--- src/rtl/dsp_decimator.sv ---
// ---------------------------------------------------------------------------
// dsp_decimator
//
// Purpose:
//   Decimates a stream of FIR output samples by DECIM and queues each result
//   in a small output FIFO with a valid/ready read side. The input side has
//   no backpressure. When the FIFO is full and nothing is read on the same
//   edge, a new result is dropped and a sticky overflow flag is set.
//
// Build option:
//   DSP_DECIM_AVG_EN  defined     -> the result is the truncated mean of the
//                                    DECIM samples in a group.
//                     not defined -> the result is the last sample of each
//                                    group. No accumulator is built.
//
// Parameters:
//   DATA_WIDTH  sample width (unsigned)
//   DECIM       decimation ratio (power of two, >= 2)
//   FIFO_DEPTH  output FIFO entries (power of two, >= 2)
//
// Ports:
//   clk         clock; all state changes on the rising edge
//   rst         asynchronous active-high reset
//   in_valid    in_data carries a sample this cycle
//   in_data     input sample
//   out_valid   out_data holds the FIFO head
//   out_ready   consumer takes the head when out_valid is also high
//   out_data    FIFO head (zero while the FIFO is empty)
//   fifo_level  current FIFO occupancy
//   overflow    sticky: a decimated result was dropped (cleared by rst only)
// ---------------------------------------------------------------------------
module dsp_decimator #(
  parameter int DATA_WIDTH = 16,
  parameter int DECIM      = 4,
  parameter int FIFO_DEPTH = 4
) (
  input  logic                          clk,
  input  logic                          rst,
  input  logic                          in_valid,
  input  logic [DATA_WIDTH-1:0]         in_data,
  output logic                          out_valid,
  input  logic                          out_ready,
  output logic [DATA_WIDTH-1:0]         out_data,
  output logic [$clog2(FIFO_DEPTH):0]   fifo_level,
  output logic                          overflow
);

  localparam int PHASE_W = $clog2(DECIM);
  localparam int PTR_W   = $clog2(FIFO_DEPTH);
  localparam int LVL_W   = PTR_W + 1;

  // -------------------------------------------------------------------------
  // Phase counter: counts accepted samples only, wraps at DECIM-1.
  // -------------------------------------------------------------------------
  logic [PHASE_W-1:0] phase;
  logic               phase_last;
  logic               group_done;

  assign phase_last = (phase == PHASE_W'(DECIM - 1));
  assign group_done = in_valid && phase_last;

  always_ff @(posedge clk or posedge rst) begin
    if (rst) begin
      phase <= '0;
    end else if (in_valid) begin
      phase <= phase_last ? '0 : phase + PHASE_W'(1);
    end
  end

  // -------------------------------------------------------------------------
  // Result computation.
  // -------------------------------------------------------------------------
  logic [DATA_WIDTH-1:0] result;

`ifdef DSP_DECIM_AVG_EN
  localparam int ACC_W = DATA_WIDTH + PHASE_W;

  logic [ACC_W-1:0] acc;
  logic [ACC_W-1:0] acc_sum;

  // acc_sum includes the current sample, so on the last sample of a group it
  // is already the full group sum; the accumulator wide enough never wraps.
  assign acc_sum = acc + ACC_W'(in_data);
  // Dividing by a power of two is just dropping the low bits (truncation).
  assign result  = acc_sum[ACC_W-1:PHASE_W];

  always_ff @(posedge clk or posedge rst) begin
    if (rst) begin
      acc <= '0;
    end else if (in_valid) begin
      acc <= group_done ? '0 : acc_sum;
    end
  end
`else
  assign result = in_data;
`endif

  // -------------------------------------------------------------------------
  // Output FIFO.
  // -------------------------------------------------------------------------
  logic [DATA_WIDTH-1:0] mem [FIFO_DEPTH];
  logic [PTR_W-1:0]      wr_ptr;
  logic [PTR_W-1:0]      rd_ptr;
  logic [LVL_W-1:0]      level;
  logic                  full;
  logic                  push;
  logic                  pop;
  logic                  drop;

  assign full      = (level == LVL_W'(FIFO_DEPTH));
  assign out_valid = (level != '0);
  assign pop       = out_valid && out_ready;
  // A same-edge pop frees a slot, so a full FIFO can still accept the push.
  assign push      = group_done && (!full || pop);
  assign drop      = group_done && full && !pop;

  // Storage has no reset: out_data is forced to zero while empty, so stale
  // contents are never visible.
  always_ff @(posedge clk) begin
    if (push) begin
      mem[wr_ptr] <= result;
    end
  end

  // Pointers are PTR_W bits wide and FIFO_DEPTH is a power of two, so the
  // natural binary wrap is the modulo-FIFO_DEPTH wrap.
  always_ff @(posedge clk or posedge rst) begin
    if (rst) begin
      wr_ptr <= '0;
      rd_ptr <= '0;
      level  <= '0;
    end else begin
      if (push) begin
        wr_ptr <= wr_ptr + PTR_W'(1);
      end
      if (pop) begin
        rd_ptr <= rd_ptr + PTR_W'(1);
      end
      case ({push, pop})
        2'b10:   level <= level + LVL_W'(1);
        2'b01:   level <= level - LVL_W'(1);
        default: level <= level;
      endcase
    end
  end

  always_ff @(posedge clk or posedge rst) begin
    if (rst) begin
      overflow <= 1'b0;
    end else if (drop) begin
      overflow <= 1'b1;
    end
  end

  assign out_data   = out_valid ? mem[rd_ptr] : '0;
  assign fifo_level = level;

endmodule

--- config.mk ---
export PLATFORM = sky130hd
export DESIGN_NAME = dsp_decimator
export DESIGN_NICKNAME = d
export VERILOG_FILES = /design/src/rtl/dsp_decimator.sv
export SDC_FILE = /design/constraint.sdc
export NUM_CORES = 1
export LEC_CHECK = 0
export BUFFER_PORTS_ARGS = -buffer_cell sky130_fd_sc_hd__buf_2
export CAP_MARGIN = 20
export CORE_MARGIN = 4
export CORE_UTILIZATION = 40
export DETAILED_ROUTE_END_ITERATION = 16
export HOLD_SLACK_MARGIN = 0.03
export PLACE_DENSITY = 0.66
export SYNTH_ARGS = -nofsm -noshare
export SYNTH_HDL_FRONTEND = slang
export SYNTH_SLANG_ARGS = --single-unit
--- constraint.sdc ---
create_clock -name clk -period 5 [get_ports clk]
set_input_delay 0.75 -clock clk [delete_from_list [all_inputs] [get_ports clk]]
set_output_delay 0.75 -clock clk [all_outputs]
set_load 0.02 [all_outputs]
* Word-level counts from Yosys, hierarchy flattened *
Memories as Yosys holds them, arrays and structs flattened.
Cells that the tools add are included.

word-level totals
  flip-flop bits (word level) = 10
  bits in latches = 0
  bits in writable memories = 64
  memory bits (read-only) = 0
  bits of input ports = 20
  output and inout port bits = 21
  logic and storage cells = 30
  memories = 1

memory list
  memory  words  width  read ports  clocked after memory_dff  write ports  RTL line  text
  mem     4      16     1           0                         1            101       logic [DATA_WIDTH-1:0] mem [FIFO_DEPTH];

cells by class
  $add $sub $neg = 5
  multiply operators = 0
  divide/modulo/power cells = 0
  order comparisons = 0
  eq/ne operators = 4
  shifts and indexed selects = 0
  multiplexer cells = 5
  bitwise logic cells = 0
  reduce and logical (&&, ||, !) cells = 10

operator list
  operator               count
  $mux W16               1
  $add A2 B1 Y2 const B  3
  $pmux W3 S2            1
  $logic_and A1 B1 Y1    5
  $eq A2 B2 Y1 const B   2
  $add A3 B1 Y3 const B  1
  $eq A3 B3 Y1 const B   1
  $reduce_bool A3 Y1     1
  $sub A3 B1 Y3 const B  1
  $eq A2 B1 Y1 const B   1
  $logic_not A1 Y1       2
  $mux W1                2
  $mux W2                1
  $reduce_bool A2 Y1     1
  $logic_or A1 B1 Y1     1

* Longest topological paths before layout *
  depth in word-level cells = 6
  depth in mapped cells = 10
  mapped depth without buffers = 10

* Worst setup path before layout *
Ideal clock, no wire load.

  path kind = input -> register
  start = input port out_ready
  end = register level[2] (netlist: fifo_level[2])
  setup time = 80 ps
  arrival time = 2,159 ps
  data required time = 4,920 ps
  slack = 2,762 ps
  cell stages on the path = 9
  buffers on the path = 0
  path through = nor4b_2 nor2_1 inv_1 ha_1 inv_1 fa_1 xor2_1 nor2_1 xor2_1

between the ends
  longest elaborated chain between the ends = 5
  elaborated cells on any way between the ends = 7
  those cells by class = 2 x eq/ne; 1 x mux; 4 x reduce/logical

ends and longest elaborated chain
  element                                                   RTL line  text
  start: declaration                                        42        input logic out_ready,
  $logic_and A1 B1 Y1 (*)                                   112       assign pop = out_valid && out_ready;
  $logic_or A1 B1 Y1                                        114       assign push = group_done && (!full || pop);
  $logic_and A1 B1 Y1                                       114
  $eq A2 B1 Y1 / $eq A2 B2 Y1 (equally long branches)       139       case ({push, pop})
  $pmux W3 S2 / $reduce_bool A2 Y1 (equally long branches)  --
  end signal: assignment                                    140       2'b10: level <= level + LVL_W'(1);
  end signal: assignment                                    141       2'b01: level <= level - LVL_W'(1);
  end signal: assignment                                    142       default: level <= level;
  end: declaration                                          104       logic [LVL_W-1:0] level;

Every way passes the cells marked *; elsewhere a longest branch is shown, timed or not.
A chain may end at the register's enable or synchronous reset.

* Worst setup path in the final report *
  start = register rd_ptr[0]
  end = output port out_data[2]

between the ends
  longest elaborated chain between the ends = 2

ends and longest elaborated chain
  element                   RTL line  text
  start: declaration        103       logic [PTR_W-1:0] rd_ptr;
  start signal: assignment  137       rd_ptr <= rd_ptr + PTR_W'(1);
  $mem_v2 Z4 W16            --
  $mux W16                  155       assign out_data = out_valid ? mem[rd_ptr] : '0;
  end: declaration          43        output logic [DATA_WIDTH-1:0] out_data,

Every way passes these cells.

==> results.yml <==
sta:
  setup_slack_ps: 1940
  rsz0062_at_grt: "false"
  finalHoldViolCount: 0
  min_period_over_period: 0.613
  max_slew_margin: 0.347
  final-setup-viol-count: 0
  finalMaxSlewViolations: 0
  holdWs_ps: 387
  worst_clock_skew_ps: 9.05
  fin_setup_tns_ps: 0
  clock.fmax_mhz: 326
  worstMarginPinSlew_ps: 979
  min_period_ps: 3060
worst_setup_path:
  crit_family: "flip-flops"
  crit_path_end_kind: "primary output"
  path_cells: "mux4_1 > and2_1 > buf_2"
  cp_slowest_cell: "dfrtp_1"
  worst-path-buf-inv: 1
  critical_path_class: "reg2out"
  required_ps: 4250
  arrival_ps: 2310
  startpoint_type: "flop"
  cpPeakStageDelay_ps: 990
  path_max_fanout: 18
grt:
  grt_start_max_net_pins: 20
  grt-ovfl-total: 0
  grt_pass1_wl_mm: 7.76
  track_usage: 0.120
  antenna_found_initial: 0
  first_global_vias: 1520
synthesis:
  syn_nets: 176
  yosysSeqAreaShare: 0.721
  synth_top_area_cell: "edfxtp_1"
  synthCells: 149
  yosys_warnings: 0
  yosys.cell_types.count: 22
  synth_seq_cells: 74
  syn-cell-area_sq_um: 3010
  synth.top_cell.area_share: 0.638
  syn_area_per_cell_sq_um: 20.2
  synthTopCellsByArea: "edfxtp_1 (64%), dfrtp_1 (8.3%), mux4_1 (7.0%), mux4_2 (6.0%), and2_1 (4.4%)"
clock_network:
  cts_buffers: 9
  cts_root_buffer: "clkbuf_8"
  ctsHoldBuffers: 0
  clk_pin_slew_ps: 70
  cts_tree: "built"
  h-tree-depth: 3
  cts_max_path_buffers: 2
  ctsResizeCount: 0
  clock_sink_count: 74
  post-cts-setup-buffers: 0
  clk_latency_ps: 340
final_layout:
  final_util: 0.481
  drive_above_1_share: 0.342
  antennaDiodeCount: 0
  seqCellArea_sq_um: 2170
  finalNonFillerCells: 298
  syn_to_final_growth_pct: 16.4
  multi_input_area_sq_um: 763
  nets: 221
  fill_cells: 652
detailed_routing:
  route.detailed.drc: 0
  first_iter_violations: 76
  wl_per_cell_microns: 15.8
  first_pass_iters: 4
  vias: 1454
  routed_via_density: 4.88
  drtAntennaViolNets: 0
  wl_mm: 4.69
pwr:
  cellPowerDensity_nw_per_um2: 567
  ir_drop_uv: 335
  p_leak_nw: 1.29
floorplan:
  rows: 31
  die_h_microns: 94.8
  die_area_sq_um: 8980
  coreArea_sq_um: 7290
  io_pins: 41
  start_util: 0.413
  die_w_microns: 94.8
place:
  gp_congestion: 0.639
  place_ws_ps: 2240
  place_inst: 282
  dpl.hpwl_mm: 3.04
  port_buffers: 40
outcome:
  status: "finished clean"
hold_path:
  holdCritPathClass: "in2async"
flow_run:
  drv_cap: 0
report_power, final:
| part | switching, mW | internal, mW |
|---|---|---|
| combinational | 0.325 | 0.306 |
| clock | 0.211 | 0.283 |
| sequential | 0.102 | 0.760 |
area by class of cell:
type	instances	area share
Timing Repair Buffer	40	0.0571
Inverter	7	0.00750
Clock buffer	10	0.0364
Sequential cell	74	0.620
Clock inverter	6	0.0261
Multi-Input combinational cell	62	0.218
Tap cell	99	0.0353
worst paths after layout:
path / startpoint / to / slack, ps / cells past startpoint
setup / recovery: rd_ptr[0]$_DFFE_PP0P_ / out_data[2] / 1940 / 3
hold / removal: rst / fifo_level[0]$_DFFE_PP0P_ / 390 / 2
setup reg to reg: fifo_level[0]$_DFFE_PP0P_ / fifo_level[2]$_DFFE_PP0P_ / 2640 / 8
hold reg to reg: fifo_level[2]$_DFFE_PP0P_ / fifo_level[2]$_DFFE_PP0P_ / 510 / 1
max in group asynchronous: rst / rd_ptr[0]$_DFFE_PP0P_ / 4320 / 2
min in group clk: fifo_level[2]$_DFFE_PP0P_ / fifo_level[2]$_DFFE_PP0P_ / 510 / 1
sequential cells by signal, indices dropped and copies added (netlist names):
name        flops
fifo_level      3
phase           2
overflow        1
rd_ptr          2
wr_ptr          2
mem            64
metrics by stage:
step	power, mW	cell area [sq um]
5_1_grt	2.12	3500
3_3_place_gp	1.51	3290
3_5_place_dp	1.52	3290
6_report	1.99	3500
2_1_floorplan	1.36	3010
4_1_cts	2.02	3500
kinds of logic (layout without fill, tap and decap cells):
| family | count (synthesis) | after routing | share of synthesized area |
|---|---|---|---|
| AND/OR/NAND/NOR | 28 | 28 | 0.0573 |
| multiplexers | 20 | 20 | 0.144 |
| adder cells (fa/ha/maj) | 7 | 7 | 0.0316 |
| buffers and inverters | 13 | 63 | 0.0253 |
| XOR/XNOR | 6 | 6 | 0.0175 |
| flip-flops | 74 | 74 | 0.721 |
| AO/OA/AOI/OAI | 1 | 1 | 0.00291 |
cells in the mapped netlist, drive strengths merged:
| cell | instances |
|---|---|
| mux2i | 1 |
| xor2 | 3 |
| buf | 5 |
| ha | 6 |
| and2 | 21 |
| a31o | 1 |
| nand2 | 1 |
| dfrtp | 10 |
| mux4 | 16 |
| clkbuf | 1 |
| nor2 | 3 |
| nand3 | 1 |
| inv | 7 |
| mux2 | 3 |
| or3 | 1 |
| fa | 1 |
| edfxtp | 64 |
| nor4b | 1 |
| xnor2 | 3 |
cell usage in the layout, fill, tap and decap left out, drive strengths merged:
master   n
fa       1
nand3    1
nor4b    1
dfrtp   10
inv      7
clkbuf  10
mux4    16
buf     40
edfxtp  64
mux2     3
bufinv   2
mux2i    1
nand2    1
xor2     3
and2    21
clkinv   4
ha       6
a31o     1
nor2     3
xnor2    3
or3      1
per-layer routing:
layer,wire [microns],global-route usage,part of all wire
met1,1870,0.143,0.40
met2,2390,0.189,0.51
met3,370,0.0558,0.079
met4,64,0.0493,0.014
met5,0,0,0
Note: power is estimated with default switching activity, not from simulation.
